**config.mk**
```make
export PLATFORM = sky130hd
export DESIGN_NAME = cursor_position_counter_flat
export DESIGN_NICKNAME = d
export VERILOG_FILES = /design/src/rtl/cursor_position_counter_if.sv /design/src/rtl/cursor_position_counter.sv /design/src/flat_wrapper.sv
export SDC_FILE = /design/constraint.sdc
export NUM_CORES = 1
export LEC_CHECK = 0
export BUFFER_PORTS_ARGS = -buffer_cell sky130_fd_sc_hd__buf_4
export CORE_ASPECT_RATIO = 1.4
export CORE_MARGIN = 2
export CORE_UTILIZATION = 45
export DETAILED_ROUTE_END_ITERATION = 7
export PLACE_DENSITY_LB_ADDON = 0.2
export SLEW_MARGIN = 10
export SYNTH_ARGS = -nofsm -noshare
export SYNTH_HDL_FRONTEND = slang
export SYNTH_SLANG_ARGS = --single-unit
```
**constraint.sdc**
```tcl
create_clock -name clk -period 3.37 [get_ports clk]
set_clock_uncertainty 0.05 [all_clocks]
set_input_delay 0.674 -clock clk [delete_from_list [all_inputs] [get_ports clk]]
set_output_delay 0.674 -clock clk [all_outputs]
set_load 0.02 [all_outputs]
```
**src/rtl/cursor_position_counter_if.sv**
```systemverilog
// Command/position bundle between the direction logic and the cursor counter.
interface cursor_position_counter_if #(
  parameter int unsigned POS_W = 4
);
  logic [3:0]       dir_cmd;
  logic             step_req;
  logic             hold;
  logic [POS_W-1:0] row;
  logic [POS_W-1:0] col;
  logic             moved;
  logic             wrapped;

  // Command source: drives direction/step/hold, observes cursor
  modport master (
    output dir_cmd, step_req, hold,
    input  row, col, moved, wrapped
  );

  // Cursor counter: consumes commands, drives position and pulses
  modport slave (
    input  dir_cmd, step_req, hold,
    output row, col, moved, wrapped
  );
endinterface

```
**src/rtl/cursor_position_counter.sv**
```systemverilog
// Sudoku cursor row/column counter with single-step and typematic auto-repeat.
module cursor_position_counter #(
  parameter int unsigned GRID_SIZE     = 9,
  parameter int unsigned POS_W         = 4,
  parameter int unsigned REPEAT_DELAY  = 25000,
  parameter int unsigned REPEAT_PERIOD = 10000,
  parameter int unsigned TMR_W         = 16
) (
  input logic                       clk,
  input logic                       rst,
  cursor_position_counter_if.slave  bus
);

  localparam logic [POS_W-1:0] POS_MAX      = POS_W'(GRID_SIZE - 1);
  localparam logic [TMR_W-1:0] DELAY_LAST   = TMR_W'(REPEAT_DELAY - 1);
  localparam logic [TMR_W-1:0] PERIOD_LAST  = TMR_W'(REPEAT_PERIOD - 1);

  typedef enum logic [1:0] {IDLE, DELAY, REPEAT} state_t;

  state_t           state;
  logic [TMR_W-1:0] timer;
  logic             step_prev;
  logic [POS_W-1:0] cur_row;
  logic [POS_W-1:0] cur_col;
  logic             move_pend;
  logic             wrap_pend;
  logic             moved;
  logic             wrapped;

  logic             move_now;
  logic [POS_W-1:0] next_row;
  logic [POS_W-1:0] next_col;
  logic             row_wrap;
  logic             col_wrap;

  // Decide whether this cycle performs a move
  always_comb begin
    move_now = 1'b0;
    if (!bus.hold) begin
      unique case (state)
        IDLE:    move_now = bus.step_req && !step_prev;
        DELAY:   move_now = bus.step_req && (timer == DELAY_LAST);
        REPEAT:  move_now = bus.step_req && (timer == PERIOD_LAST);
        default: move_now = 1'b0;
      endcase
    end
  end

  // Next column with wrap at the board edges
  always_comb begin
    next_col = cur_col;
    col_wrap = 1'b0;
    if (bus.dir_cmd[0]) begin
      if (bus.dir_cmd[1]) begin
        if (cur_col == POS_MAX) begin
          next_col = '0;
          col_wrap = 1'b1;
        end else begin
          next_col = cur_col + POS_W'(1);
        end
      end else begin
        if (cur_col == '0) begin
          next_col = POS_MAX;
          col_wrap = 1'b1;
        end else begin
          next_col = cur_col - POS_W'(1);
        end
      end
    end
  end

  // Next row with wrap at the board edges
  always_comb begin
    next_row = cur_row;
    row_wrap = 1'b0;
    if (bus.dir_cmd[2]) begin
      if (bus.dir_cmd[3]) begin
        if (cur_row == POS_MAX) begin
          next_row = '0;
          row_wrap = 1'b1;
        end else begin
          next_row = cur_row + POS_W'(1);
        end
      end else begin
        if (cur_row == '0) begin
          next_row = POS_MAX;
          row_wrap = 1'b1;
        end else begin
          next_row = cur_row - POS_W'(1);
        end
      end
    end
  end

  // Repeat FSM, position registers and delayed move/wrap pulses
  always_ff @(posedge clk) begin
    if (rst) begin
      state     <= IDLE;
      timer     <= '0;
      step_prev <= 1'b0;
      cur_row   <= '0;
      cur_col   <= '0;
      move_pend <= 1'b0;
      wrap_pend <= 1'b0;
      moved     <= 1'b0;
      wrapped   <= 1'b0;
    end else begin
      step_prev <= bus.step_req;
      moved     <= move_pend;
      wrapped   <= wrap_pend;
      move_pend <= move_now;
      wrap_pend <= move_now && (row_wrap || col_wrap);

      if (move_now) begin
        cur_row <= next_row;
        cur_col <= next_col;
      end

      // Hold freezes state and timer entirely
      if (!bus.hold) begin
        unique case (state)
          IDLE: begin
            if (move_now) begin
              timer <= '0;
              state <= DELAY;
            end
          end
          DELAY: begin
            if (!bus.step_req) begin
              state <= IDLE;
            end else if (move_now) begin
              timer <= '0;
              state <= REPEAT;
            end else begin
              timer <= timer + TMR_W'(1);
            end
          end
          REPEAT: begin
            if (!bus.step_req) begin
              state <= IDLE;
            end else if (move_now) begin
              timer <= '0;
            end else begin
              timer <= timer + TMR_W'(1);
            end
          end
          default: state <= IDLE;
        endcase
      end
    end
  end

  assign bus.row     = cur_row;
  assign bus.col     = cur_col;
  assign bus.moved   = moved;
  assign bus.wrapped = wrapped;

endmodule

```
**src/flat_wrapper.sv**
```systemverilog
// flat-port wrapper written by rule: the top's interface ports become plain ports
module cursor_position_counter_flat 
#(
  parameter int unsigned GRID_SIZE     = 9,
  parameter int unsigned POS_W         = 4,
  parameter int unsigned REPEAT_DELAY  = 25000,
  parameter int unsigned REPEAT_PERIOD = 10000,
  parameter int unsigned TMR_W         = 16
)
  (clk, rst, bus_dir_cmd, bus_step_req, bus_hold, bus_row, bus_col, bus_moved, bus_wrapped);
  cursor_position_counter_if #(.POS_W(POS_W)) bus_i ();
  input logic clk;
  input logic rst;
  input wire logic [$bits(bus_i.dir_cmd)-1:0] bus_dir_cmd;
  input wire logic [$bits(bus_i.step_req)-1:0] bus_step_req;
  input wire logic [$bits(bus_i.hold)-1:0] bus_hold;
  output wire logic [$bits(bus_i.row)-1:0] bus_row;
  output wire logic [$bits(bus_i.col)-1:0] bus_col;
  output wire logic [$bits(bus_i.moved)-1:0] bus_moved;
  output wire logic [$bits(bus_i.wrapped)-1:0] bus_wrapped;
  assign bus_i.dir_cmd = bus_dir_cmd;
  assign bus_i.step_req = bus_step_req;
  assign bus_i.hold = bus_hold;
  assign bus_row = bus_i.row;
  assign bus_col = bus_i.col;
  assign bus_moved = bus_i.moved;
  assign bus_wrapped = bus_i.wrapped;
  cursor_position_counter #(.GRID_SIZE(GRID_SIZE), .POS_W(POS_W), .REPEAT_DELAY(REPEAT_DELAY), .REPEAT_PERIOD(REPEAT_PERIOD), .TMR_W(TMR_W)) u_core (.clk(clk), .rst(rst), .bus(bus_i));
endmodule
```
; Word level (Yosys, flattened, before mapping)
; Index checks and enable logic that the tools add are counted.
[totals]
register_bits = 31
inputBits = 8
elab_cells = 65
[classes]
add_sub_neg = 5
n_eq_ne = 10
mux = 25
bitwise_logic = 1
reduce_logical = 15
[ops]
columns = operator, count
row1 = 16-bit two-way mux, 3
row2 = 16-bit one-hot mux with 2 select lines, 1
row3 = 4-bit two-way mux, 6
row4 = "16-bit by 1-bit adder with 16-bit output, second input constant", 1
row5 = "16-bit by 14-bit equality test with 1-bit output, second input constant", 1
row6 = "16-bit by 15-bit equality test with 1-bit output, second input constant", 1
row7 = 1-bit two-way mux, 9
row8 = "4-bit by 1-bit adder with 4-bit output, second input constant", 2
row9 = "4-bit equality test, second input constant", 2
row10 = 4-bit logical NOT, 2
row11 = 2-bit two-way mux, 4
row12 = 4-bit AND reduction, 2
row13 = "4-bit by 1-bit subtractor with 4-bit output, second input constant", 2
row14 = 2-bit one-hot mux with 3 select lines, 1
row15 = 1-bit logical AND, 4
row16 = "2-bit by 1-bit != test with 1-bit output, second input constant", 2
row17 = 2-bit AND reduction, 2
row18 = "3-bit by 2-bit != test with 1-bit output, second input constant", 1
row19 = 1-bit one-hot mux with 3 select lines, 1
row20 = "2-bit by 1-bit equality test with 1-bit output, second input constant", 1
row21 = "2-bit equality test, second input constant", 1
row22 = 2-bit logical NOT, 1
row23 = "2-bit != test, second input constant", 1
row24 = 2-bit nonzero test, 1
row25 = 4 further kinds, 4

; Longest topological paths before layout
[depth]
ltp_word = 7
ltp_mapped = 8
depth_no_buf = 7

; Worst setup path after synthesis
; OpenSTA, ideal clock, no wires.
[synth_timing]
path_kind = flip-flop to flip-flop
start = register u_core.state[0]
end = register u_core.cur_col[0] (netlist: u_core.bus.col[0])
setup_time_ns = 0.070
arrival_time_ns = 2.586
required_ns = 3.250
slack_ns = 0.664
path_stages_with_launch = 8
n_path_buf = 0
path_cell_list = dfxtp_1 > inv_1 > ha_1 > or4b_1 > a2111o_1 > o31a_1 > or4_1 > a21oi_1
[synth_via]
elab_chain_cells = 4
[synth_lines]
columns = item, line_no
row1 = from (decl), cursor_position_counter.sv:20  ; state_t state;
row2 = from (signal assigned), cursor_position_counter.sv:98  ; state <= IDLE;
row3 = from (signal assigned), cursor_position_counter.sv:125  ; state <= DELAY;
row4 = from (signal assigned), cursor_position_counter.sv:130  ; state <= IDLE;
row5 = 2-bit equality test (tied with other cells), cursor_position_counter.sv:40  ; unique case (state)
row6 = 1-bit one-hot mux with 3 select lines (*), cursor_position_counter.sv:40
row7 = 1-bit two-way mux (*), cursor_position_counter.sv:39  ; if (!bus.hold) begin
row8 = 2-bit AND reduction (no line) (*), --
row9 = to (signal assigned), cursor_position_counter.sv:116  ; cur_col <= next_col;
row10 = to (decl), cursor_position_counter.sv:24  ; logic [POS_W-1:0] cur_col;
; Mark *: on every way between the ends. The rest lies on a longest branch, timed or not.
; A chain may end at the register's enable or synchronous reset.

; Worst setup path in the final report
[layout_timing]
start = register u_core.state[0]
end = register u_core.cur_row[0] (netlist: u_core.bus.row[0])
[layout_via]
elab_chain_cells = 4
[layout_lines]
columns = item, line_no
row1 = 2-bit equality test (tied with other cells), cursor_position_counter.sv:40
row2 = 1-bit one-hot mux with 3 select lines (*), cursor_position_counter.sv:40
row3 = 1-bit two-way mux (*), cursor_position_counter.sv:39
row4 = 2-bit AND reduction (no line) (*), --
row5 = to (signal assigned), cursor_position_counter.sv:115  ; cur_row <= next_row;
row6 = to (decl), cursor_position_counter.sv:23  ; logic [POS_W-1:0] cur_row;
; Marked as above.

==> out/results.ini <==
[run_status]
status=complete, no violations

[clocking]
cts_sinks=31
clk_pin_slew_ns=0.06
insertion_delay_ns=0.28
cts_hold_buffers=0
htreeDepth=2
postCtsSetupBuffers=0
cts_resized=0
cts_tree=done
ctsRootBufferMaster=clkbuf_8
cts_max_path_buffers=2
cts-buffers-inserted=5

[job]
maxCapViolations=0

[yosys]
synth_ff_type=dfxtp_1
ys_ff_latch=31
async_reset_ff_share_pct=0
ys.warnings.count=0
synth_area_leaders=dfxtp_1, ha_1, nor2_1, and3_1, a221o_1
synth_most_common_cell=dfxtp_1
yosysTopAreaCellShare_pct=31.8
yosys-top-cells-count=dfxtp_1, nor2_1, nand2_1, inv_1
syn_area_um2=1950
syn_nets=259
synthCells=242
yosys.area.top_type=dfxtp_1
ys_types=50
synth_edf_count=0
syn_area_per_cell_um2=8.07
ys_seq_area_share_pct=31.8

[global_routing]
grt_max_degree=20
antenna_found_initial=0
first_global_vias=1725
grt_use_total_pct=19.9
grt_overflow_total=0
grt_pass1_wl_um=7470

[final_layout]
antennaDiodeCount=0
nets=275
final_layout_size_suffix_gt1_share_pct=15.8
fillers=414
syn_to_final_growth_pct=14.1

[place]
place_congestion=0.826
dp.final_hpwl_um=3270
numPortBuffers=17

[die]
core.rowCount=28
start_util_pct=46.5
die_x_um=59.7
dieArea_um2=4890
chipHeight_um=82.0
core_um2=4200
io_pins=18

[routing]
vias=1854
vias_per_cell=6.10
drt-wirelength-per-cell_um=14.8
drtIter0Drc=111
drc=0
routed_wirelength_um=4480
drt_first_pass_iters=4
postRouteAntennaNets=0

[power_and_ir_drop]
p_per_area_nw_per_um2=390
total_power_uw=870
worst_ir_drop_vdd_mv=0.239
p_leak_uw=0.000898

[critical_path]
end_kind=register
slowest_stage=or4_1
crit_fanout=8
critical_path_required_ns=3.54
cp.arrival_ns=3.06
path_class=register to register
critPathMaxStageDelay_ns=0.52
crit_path_cell_trace=inv_1 > ha_1 > or4b_1 > a2111o_1 > o31a_1 > or4_1 > a21oi_1
startpoint_type=register

[timing]
worst-slew-pin-transition_ns=0.860
hold_viol=0
rsz0062_at_grt=no
slew_violations=0
post-route-period-util_pct=85.8
finalCriticalPeriod_ns=2.89
tns_ns=0
slew_headroom_pct=42.3
setup_violations=0
clock.fmax_mhz=346

[worst_hold_path]
hold_class=register to register

area by class of cell:
type | count | area, µm² | area share [%]
clock buffer | 6 | 82.6 | 3.71
clock inverter | 2 | 35.0 | 1.57
inverter | 15 | 56.3 | 2.53
multi-input combinational | 185 | 1230 | 55.1
sequential | 31 | 621 | 27.8
tap | 45 | 56.3 | 2.53
timing repair buffer | 20 | 150 | 6.74
where the power goes:
part | internal (µW) | total [µW] | switching, µW
Combinational | 43.5 | 104 | 60.0
Clock | 239 | 380 | 141
Sequential | 375 | 386 | 11.7
Total | 657 | 870 | 212
path summary, 6_finish.rpt:
kind	startpoint	endpoint	slack (ns)	depth (start not counted)
worst min register to register	u_core.wrap_pend	u_core.bus.wrapped	0.38	1
worst max register to register	u_core.state[0]	u_core.bus.row[0]	0.48	7
worst max-delay path	u_core.state[0]	u_core.bus.row[0]	0.48	7
worst min-delay path	u_core.wrap_pend	u_core.bus.wrapped	0.38	1
per-layer routing:
layer	GRT usage, %	vias up	wire, µm
met5	0	-	0
met3	3.78	6	133
met4	8.67	0	68
met1	21.2	866	1940
li1	-	948	-
met2	36.7	34	2340
through the flow:
stage	utilization [%]	setup slack, ns	hold slack (ns)	instances	instance area [µm²]
floorplan	-	0.664	0.364	242	1950
CTS	53.0	0.477	0.389	304	2230
global route	53.0	0.288	0.405	304	2230
finish	53.0	0.478	0.385	304	2230
global placement	50.2	0.547	0.368	296	2110
detailed placement	50.2	0.505	0.373	296	2110
worst max-delay path, delay by kind of cell (launching register included):
kind | cells | cell delay, ns
AO/OA/AOI/OAI | 3 | 1.06
AND/OR/NAND/NOR | 2 | 0.99
flip-flops | 1 | 0.39
adder cells (fa/ha/maj) | 1 | 0.26
buffers and inverters | 1 | 0.08
state kept, by name (all words and copies together) (netlist names):
| name | count |
|---|---|
| u_core.move_pend | 1 |
| u_core.wrap_pend | 1 |
| u_core.state | 2 |
| u_core.step_prev | 1 |
| u_core.bus.col | 4 |
| u_core.timer | 16 |
| u_core.bus.moved | 1 |
| u_core.bus.wrapped | 1 |
| u_core.bus.row | 4 |
cells in the final DEF, fill, tap and decap left out, types with 4 or more instances in the layout:
| cell | count |
|---|---|
| dfxtp_1 | 31 |
| nor2_1 | 24 |
| nand2_1 | 21 |
| buf_4 | 20 |
| inv_1 | 15 |
| and3_1 | 13 |
| a21oi_1 | 13 |
| ha_1 | 9 |
| nand4_1 | 8 |
| a221o_1 | 8 |
| nor3_1 | 7 |
| nor4_1 | 6 |
| o21ai_0 | 6 |
| a211oi_1 | 6 |
| clkbuf_8 | 6 |
| nand3_1 | 5 |
| a211o_1 | 4 |
| nor2b_1 | 4 |
| a31oi_1 | 4 |
cells by family (layout without fill, tap and decap cells):
kind of cell / Yosys count / count (layout) / share of synthesized area [%]
AO/OA/AOI/OAI: 62 / 62 / 24.2
XOR/XNOR: 2 / 2 / 0.897
adder cells (fa/ha/maj): 9 / 9 / 5.77
buffers and inverters: 26 / 43 / 5.38
flip-flops: 31 / 31 / 31.8
multiplexers: 4 / 4 / 2.24
AND/OR/NAND/NOR: 108 / 108 / 29.7
Power figures use the tool's default switching activity.
